[src/rtl/fcs_pkg.sv]
// Shared FCS32 definitions: constants, sequencer state/beat types, and the byte-wide CRC helpers.
// CRC is the reflected Ethernet polynomial; fcs32_brev turns the final register into wire byte order.
package fcs_pkg;

    localparam logic        LO   = 1'b0;
    localparam logic        HI   = 1'b1;
    localparam logic [31:0] ONES = 32'hFFFF_FFFF;
    localparam logic [31:0] POLY = 32'hEDB8_8320;

    typedef enum logic [1:0] {IDLE, DATA, PAD, FCS} state_e;

    typedef struct packed {
        logic       sof;
        logic       eof;
        logic [7:0] dat;
    } beat_t;

    function automatic logic [31:0] fcs32_8(input logic [7:0] dat, input logic [31:0] crc);
        logic [31:0] c;
        c = crc ^ {24'h0, dat};
        for (int i = 0; i < 8; i++) begin
            c = c[0] ? ((c >> 1) ^ POLY) : (c >> 1);
        end
        return c;
    endfunction

    // Complement, then put the low CRC byte in [31:24] so bytes go out MSB-field first.
    function automatic logic [31:0] fcs32_brev(input logic [31:0] crc);
        logic [31:0] f;
        f = ~crc;
        return {f[7:0], f[15:8], f[23:16], f[31:24]};
    endfunction

endpackage

[src/rtl/fcs32_8_obuf.sv]
// Single-entry output register: loads on adv, one cycle latency.
// Holds its beat while valid and not ready; adv = !valid | ready.
module fcs32_8_obuf
    import fcs_pkg::*;
(
    input  logic  pclk_i,
    input  logic  prst_i,
    input  logic  ld_i,
    input  beat_t ld_beat_i,
    input  logic  out_rdy_i,
    output logic  adv_o,
    output logic  out_val_o,
    output beat_t out_beat_o
);

    logic  val_q;
    beat_t beat_q;

    assign adv_o      = !val_q | out_rdy_i;
    assign out_val_o  = val_q;
    assign out_beat_o = beat_q;

    always_ff @(posedge pclk_i or posedge prst_i) begin
        if (prst_i) begin
            val_q  <= LO;
            beat_q <= '0;
        end else if (adv_o) begin
            val_q <= ld_i;
            if (ld_i) begin
                beat_q <= ld_beat_i;
            end
        end
    end

endmodule

[src/rtl/fcs32_8_tx_seq.sv]
// TX sequencer: passes sof/eof-framed bytes, zero-pads to MIN_LEN, appends 4 FCS bytes.
// Latency 1 cycle via the output register; in_rdy_o follows downstream ready combinationally.
module fcs32_8_tx_seq
    import fcs_pkg::*;
#(
    parameter int MIN_LEN = 60,
    parameter int LEN_W   = 16,
    parameter int CNT_W   = 16
) (
    input  logic             pclk_i,
    input  logic             prst_i,
    input  logic [7:0]       in_dat_i,
    input  logic             in_sof_i,
    input  logic             in_eof_i,
    input  logic             in_val_i,
    output logic             in_rdy_o,
    output logic [7:0]       out_dat_o,
    output logic             out_sof_o,
    output logic             out_eof_o,
    output logic             out_val_o,
    input  logic             out_rdy_i,
    output logic             err_o,
    output logic [CNT_W-1:0] frm_cnt_o
);

    localparam logic [LEN_W-1:0] MIN_L = LEN_W'(MIN_LEN);

    state_e            state_q, state_d;
    logic [31:0]       crc_q, crc_d;
    logic [LEN_W-1:0]  len_q, len_d;
    logic [1:0]        idx_q, idx_d;
    logic [CNT_W-1:0]  cnt_q, cnt_d;
    logic              err_q, err_d;

    logic              adv;
    logic              acc;
    logic              ld;
    beat_t             ld_beat;
    beat_t             obeat;
    logic [LEN_W-1:0]  len_inc;
    logic [31:0]       f;

    assign in_rdy_o  = !prst_i & adv & (state_q == IDLE || state_q == DATA);
    assign acc       = in_val_i & in_rdy_o;
    assign len_inc   = (&len_q) ? len_q : len_q + LEN_W'(1);
    assign f         = fcs32_brev(crc_q);

    assign out_dat_o = obeat.dat;
    assign out_sof_o = obeat.sof;
    assign out_eof_o = obeat.eof;
    assign err_o     = err_q;
    assign frm_cnt_o = cnt_q;

    always_comb begin
        state_d = state_q;
        crc_d   = crc_q;
        len_d   = len_q;
        idx_d   = idx_q;
        cnt_d   = cnt_q;
        err_d   = LO;
        ld      = LO;
        ld_beat = '0;
        unique case (state_q)
            IDLE: begin
                if (acc) begin
                    if (in_sof_i) begin
                        ld      = HI;
                        ld_beat = '{sof: HI, eof: LO, dat: in_dat_i};
                        crc_d   = fcs32_8(in_dat_i, ONES);
                        len_d   = len_inc;
                        if (in_eof_i) begin
                            state_d = (len_inc < MIN_L) ? PAD : FCS;
                        end else begin
                            state_d = DATA;
                        end
                    end else begin
                        err_d = HI;
                    end
                end
            end
            DATA: begin
                if (acc) begin
                    ld      = HI;
                    ld_beat = '{sof: LO, eof: LO, dat: in_dat_i};
                    crc_d   = fcs32_8(in_dat_i, crc_q);
                    len_d   = len_inc;
                    err_d   = in_sof_i;
                    if (in_eof_i) begin
                        state_d = (len_inc < MIN_L) ? PAD : FCS;
                    end
                end
            end
            PAD: begin
                if (adv) begin
                    ld    = HI;
                    crc_d = fcs32_8(8'h00, crc_q);
                    len_d = len_inc;
                    if (len_inc >= MIN_L) begin
                        state_d = FCS;
                    end
                end
            end
            FCS: begin
                if (adv) begin
                    ld          = HI;
                    ld_beat.eof = (idx_q == 2'd3);
                    unique case (idx_q)
                        2'd0:    ld_beat.dat = f[31:24];
                        2'd1:    ld_beat.dat = f[23:16];
                        2'd2:    ld_beat.dat = f[15:8];
                        default: ld_beat.dat = f[7:0];
                    endcase
                    idx_d = idx_q + 2'd1;
                    if (idx_q == 2'd3) begin
                        cnt_d   = cnt_q + CNT_W'(1);
                        crc_d   = ONES;
                        len_d   = '0;
                        state_d = IDLE;
                    end
                end
            end
            default: state_d = IDLE;
        endcase
    end

    always_ff @(posedge pclk_i or posedge prst_i) begin
        if (prst_i) begin
            state_q <= IDLE;
            crc_q   <= ONES;
            len_q   <= '0;
            idx_q   <= '0;
            cnt_q   <= '0;
            err_q   <= LO;
        end else begin
            state_q <= state_d;
            crc_q   <= crc_d;
            len_q   <= len_d;
            idx_q   <= idx_d;
            cnt_q   <= cnt_d;
            err_q   <= err_d;
        end
    end

    fcs32_8_obuf u_obuf (
        .pclk_i     (pclk_i),
        .prst_i     (prst_i),
        .ld_i       (ld),
        .ld_beat_i  (ld_beat),
        .out_rdy_i  (out_rdy_i),
        .adv_o      (adv),
        .out_val_o  (out_val_o),
        .out_beat_o (obeat)
    );

endmodule

[config.mk]
export PLATFORM = sky130hd
export DESIGN_NAME = fcs32_8_tx_seq
export DESIGN_NICKNAME = d
export VERILOG_FILES = /design/src/rtl/fcs_pkg.sv /design/src/rtl/fcs32_8_obuf.sv /design/src/rtl/fcs32_8_tx_seq.sv
export SDC_FILE = /design/constraint.sdc
export NUM_CORES = 1
export LEC_CHECK = 0
export BUFFER_PORTS_ARGS = -buffer_cell sky130_fd_sc_hd__buf_2
export CELL_PAD_IN_SITES_DETAIL_PLACEMENT = 1
export CELL_PAD_IN_SITES_GLOBAL_PLACEMENT = 1
export CORE_MARGIN = 4
export CORE_UTILIZATION = 29
export CTS_CLUSTER_DIAMETER = 200
export DETAILED_ROUTE_END_ITERATION = 10
export PLACE_DENSITY = 0.64
export SYNTH_ARGS = -nofsm -noshare
export SYNTH_HDL_FRONTEND = slang
export SYNTH_SLANG_ARGS = --single-unit
[constraint.sdc]
create_clock -name pclk_i -period 4.25 [get_ports pclk_i]
set_input_delay 0.425 -clock pclk_i [delete_from_list [all_inputs] [get_ports pclk_i]]
set_output_delay 0.425 -clock pclk_i [all_outputs]
set_load 0.02 [all_outputs]
After elaboration in Yosys (flattened, before gate mapping)
Cells that the tools add are included.

Register bits: 80. Logic and storage cells: 137. Bits of input ports: 14. Output and inout bits: 29.

Reduce and logical (&&, ||, !) cells: 12. Equal/unequal tests: 14. Bitwise logic cells: 31. Muxes and demuxes: 65. $lt $le $gt $ge: 2. Add/sub/neg operators: 3.

Operator list (count): 32-bit 2-to-1 mux (30); 13-bit inverter with 14-bit output (24); 32-bit case mux with 4 select lines (1); 16-bit 2-to-1 mux (7); 16-bit case mux with 4 select lines (1); 16-bit by 1-bit adder with 16-bit output (second input constant) (2); 32-bit inverter (1); 8-bit inverter with 32-bit output (1); 32-bit by 8-bit bitwise XOR with 32-bit output (1); 9-bit case mux with 3 select lines (1); 8-bit case mux with 3 select lines (1); 10-bit 2-to-1 mux (2); 2-bit 2-to-1 mux (9); 16-bit by 6-bit greater-or-equal comparator with 1-bit output (second input constant) (1); 16-bit by 6-bit < comparator with 1-bit output (second input constant) (1); 2-bit inequality test (second input constant) (8); 16-bit AND reduction (1); 2-bit equality test (second input constant) (4); 1-bit 2-to-1 mux (8); 8-bit 2-to-1 mux (1); 2-bit case mux with 4 select lines (1); 8-bit AND reduction (1); 6-bit AND reduction (1); 2-bit by 1-bit equality test with 1-bit output (second input constant) (2); 11 further kinds (17).

Logic depth before layout (Yosys ltp)
Word-level depth: 20. Mapped depth: 11. Depth with buffers taken out: 9.

Cells and area by module
From an unflattened synthesis, not the netlist that was laid out.

Cells, all modules: 725. Area, all modules: 6707.7 sq um.

Modules (own cells, without submodules): fcs32_8_tx_seq (cells an instance 700, area each 6238.5 sq um, times used 1, seq. area each 1766.7 sq um); fcs32_8_obuf (cells an instance 25, area each 469.2 sq um, times used 1, seq. area each 275.3 sq um).

Least setup slack after synthesis
Ideal clock, no wire load.

Path type: input to register. Start: input port prst_i. End: register len_q[8]. Cell stages on the path: 8. Arrival time: 3.532 ns. Setup time: 0.138 ns. Data required time: 4.112 ns. Setup slack: 0.580 ns. Path buffers: 2. Path through: inv_1 > a31oi_1 > nor3_1 > o21ai_0 > clkbuf_1 > buf_1 > o21ai_0 > o31ai_1.

Word-level cells in the longest chain between the ends: 6. Elaborated cells between the ends (all ways): 7. Those cells by class: eq/ne: 2; bitwise: 3; reduce/logical: 2.

Ends and longest elaborated chain: from (decl) (line fcs32_8_tx_seq.sv:11) `input logic prst_i,`; 1-bit logical NOT (no source line) (*); 1-bit bitwise AND (*) (2 in series) (line fcs32_8_tx_seq.sv:43) `assign in_rdy_o = !prst_i & adv & (state_q == IDLE || state_q == DATA);`; 1-bit bitwise AND (*) (line fcs32_8_tx_seq.sv:44) `assign acc = in_val_i & in_rdy_o;`; 2-bit inequality test (no source line); 6-bit AND reduction (no source line) (*); to (signal assigned) (line fcs32_8_tx_seq.sv:137) `len_q <= len_d;`; to (decl) (line fcs32_8_tx_seq.sv:30) `logic [LEN_W-1:0] len_q, len_d;`.

Every way passes the cells marked *; elsewhere a longest branch is shown, timed or not. A chain may end at the register's enable or synchronous reset.

Worst setup path after layout
Start: register state_q[0]. End: register len_q[8].

Word-level cells in the longest chain between the ends: 6. Elaborated cells between the ends (all ways): 15. Those cells by class: eq/ne: 9; mux: 1; bitwise: 2; reduce/logical: 3.

Ends and longest elaborated chain: from (decl) (line fcs32_8_tx_seq.sv:28) `state_e state_q, state_d;`; from (signal assigned) (line fcs32_8_tx_seq.sv:135) `state_q <= state_d;`; 2-bit by 1-bit equality test with 1-bit output / 2-bit logical NOT (equally long branches) (line fcs32_8_tx_seq.sv:43, fcs32_8_tx_seq.sv:63); 1-bit logical OR (line fcs32_8_tx_seq.sv:43); 1-bit bitwise AND (line fcs32_8_tx_seq.sv:43); 1-bit bitwise AND (line fcs32_8_tx_seq.sv:44); 2-bit inequality test (no source line); 6-bit AND reduction (no source line).

Several ways; a longest one is shown, not always the timed one.

==> key figures <==
Global routing
  • First-pass GRT wire length: 32.91 mm
  • Total grt overflow: 0
  • Initial antenna violation count: 0
  • Vias in the first global route: 5562
  • All-layer global routing usage: roughly 17%
  • Largest net degree at the start of global routing: 52

Floorplan
  • # IOs: 43
  • Row count: 54
  • Die ar.: 0.02474 mm2
  • Die Ht: 157.3 um
  • Die width: 157.3 um
  • Core Region: 0.02189 mm2
  • Starting Density: 29.53%

Clock tree
  • CTS Hold Buffers Added: 0
  • CTS sink cnt: 80
  • # Post-CTS Setup Buffers: 0
  • PostCTS Resize Cnt: 0
  • CTS buffer count: 9
  • H-Tree Level Count: 3
  • Worst-path clk slew: 0.07 ns
  • CTS tree: done
  • Clock Tree Root: clkbuf_16
  • Later-pin clock latency in the skew report: 0.36 ns
  • Clock Tree Buf Depth: 2

Synthesis
  • Syn_area_per_cell: between 9 and 10 um2
  • Primary FF master, synth: dfrtp_1
  • Post-synthesis sequential area ratio: 31.59%
  • #FFs+latches synth: 80
  • EDFF count, synth: 0
  • Syn_nets: 721
  • Syn. warnings: 0
  • Synthesized area: 0.006464 mm2
  • Async SR Flop Fraction: 100.0%
  • Synth cell types: 62
  • Cells after synthesis: 696

Layout
  • Antenna fix cells: 0
  • Commonest non-fill, non-tap cell in the layout: xnor2_1
  • P&R area growth vs syn: 11.85%
  • Layout cell share with drive strength beyond 1: 19.89%
  • Number of cells in the finished layout apart from fillers: ~1000
  • Commonest non-fill, non-tap cells in the layout: xnor2_1 (115), nand2_1 (64), xor2_1 (52), dfrtp_1 (48), a21oi_1 (44)
  • Nets: 739

STA
  • Setup TNS: 0 ns
  • Tcrit/Tclk final: 70.46%
  • Final Slew Violations: 0
  • Slew headroom: 16.09%
  • Setup-failing EPs final: 0
  • Least-Margin Pin Slew: about 1.3 ns
  • Unrepaired setup endpoints after global routing: no
  • Tmin final: 2.995 ns
  • F_max: 333.9 MHz
  • Final Hold Fails: 0
  • Max Clock Skew: 0.01069 ns

Setup path
  • CP Class: reg2reg
  • Reg2reg setup slack: around 1.3 ns
  • Arrival time at the worst endpoint: 3.20 ns
  • Startpoint types: register
  • Setup crit end kind: register
  • Worst endpoint required time: 4.45 ns
  • CP max FO: 46

Routing
  • Post-Route WL: 20.62 mm
  • Antenna-violating nets left: 0
  • Drt pass-1 iters: 5
  • Wire length per cell: about 21 um
  • Detailed-route DRC error count: 0
  • Vias per Instance: between 5 and 6
  • DRT iter0 DRCs: 329
  • Vias: 5259

Pwr
  • P_int: 3995 uW
  • Seq pwr share: between 20% and 30%
  • Power density cells: 1081 mW/mm2
  • Leakage: 0.002871 uW
  • Switching power: approximately 3800 uW
  • Net Sw Frac: 48.86%
  • Logic pwr share: between 60 and 70%
  • Clk pwr share: roughly an eighth
  • Maximum vdd drop: 406.5 uV

Worst hold path
  • Worst min path class: in2async

Flow run
  • Max-Cap Viols: 0

Outcome
  • Outcome: finished clean

Placed design
  • RePlAce Congestion: 0.8295
  • Cell total after placement: 983
  • # port buffers: 42
  • Dpl hpwl: approximately 14 mm
synth_stat cells (all sizes together), types with 4 or more instances:
master / instances / share of area [%]
a22o: 9 / 1.2
o22ai: 16 / 1.5
xor2: 56 / 8.4
dfstp: 32 / 13
inv: 17 / 0.99
mux2: 11 / 1.9
ha: 11 / 2.1
o221ai: 8 / 1.1
nand2: 64 / 3.7
buf: 25 / 2.3
a221oi: 17 / 2.4
a21oi: 45 / 3.5
clkbuf: 22 / 1.3
a211oi: 12 / 1.4
nand3: 22 / 1.8
xnor2: 127 / 19
nor3: 7 / 0.72
o311ai: 7 / 0.95
mux2i: 5 / 0.77
nor2: 33 / 1.9
nand4: 7 / 0.91
and4: 5 / 0.68
dfrtp: 48 / 19
a21o: 11 / 1.3
and3: 4 / 0.41
o21ai: 35 / 2.7
nor2b: 8 / 0.77
flip-flops by register name, summed over array words and instances, names as in the netlist:
signal             flops
u_obuf.out_val_o       1
frm_cnt_o             16
err_o                  1
state_q                2
crc_q                 32
len_q                 16
idx_q                  2
u_obuf.out_beat_o     10
per-stage QoR:
stage	hold WS, ns	setup WS [ns]	power (uW)	utilization, %	cell area, um2
final	0.1228	1.255	7812	33.02	7229
after global routing	0.1717	1.016	8359	33.02	7229
after CTS	0.1417	1.248	7812	33.02	7229
after detailed placement	0.4702	1.289	6861	31.49	6893
after global placement	0.4613	1.376	6786	31.49	6893
after floorplan	0.4627	0.5803	5617	-	6464
metal layers:
| metal | vias to the layer above | GRT usage (%) | routed length (um) |
|---|---|---|---|
| li1 | 2474 | - | - |
| met1 | 2632 | 24.15 | 9825 |
| met2 | 122 | 26.99 | 9539 |
| met3 | 31 | 2.310 | 800 |
| met4 | 0 | 5.817 | 454 |
| met5 | - | 0 | 0 |
power groups by stage:
stage | Combinational [uW] | Sequential [uW] | Clock, uW
detailed placement | 5250 | 1610 | 0
global placement | 5180 | 1610 | 0
global route | 5750 | 1650 | 954
finish | 5290 | 1610 | 917
floorplan | 4230 | 1380 | 0
CTS | 5280 | 1610 | 926
worst max-delay path, cell delays in order (launching register included):
cell     delay, ns
dfrtp_1       0.44
ha_1          0.22
buf_4         0.25
nor2_1        0.24
a31oi_1       0.10
nor3_1        0.48
o21ai_4       0.44
buf_4         0.37
o21ai_0       0.19
o31ai_1       0.10
kinds of logic after synthesis:
logic type      count (synthesis)  share of synthesized area [%]
buf+inv                        66                          4.723
fa+ha+maj                      11                          2.129
compound gates                181                          18.93
flops                          80                          31.59
mux                            16                          2.691
xor+xnor                      183                          27.87
simple gates                  159                          12.06
worst paths after layout:
path / to / depth (start not counted) / start
worst max-delay path: len_q[8] / 9 / state_q[0]
worst min-delay path: len_q[0] / 2 / prst_i
worst max register to register: len_q[8] / 9 / state_q[0]
worst min register to register: frm_cnt_o[15] / 1 / frm_cnt_o[15]
max in group asynchronous: len_q[8] / 3 / prst_i
min in group pclk_i: err_o / 3 / in_val_i
area by class of cell:
class / instances / area [um2]
Clock buffer: 10 / 239.0
Sequential cell: 80 / 2042
Tap cell: 280 / 350.3
Clock inverter: 6 / 97.59
Multi-Input combinational cell: 550 / 4128
Fill cell: 2597 / 14660
Inverter: 19 / 72.57
Timing Repair Buffer: 54 / 300.3
No activity file was read; power rests on OpenSTA's default activity.
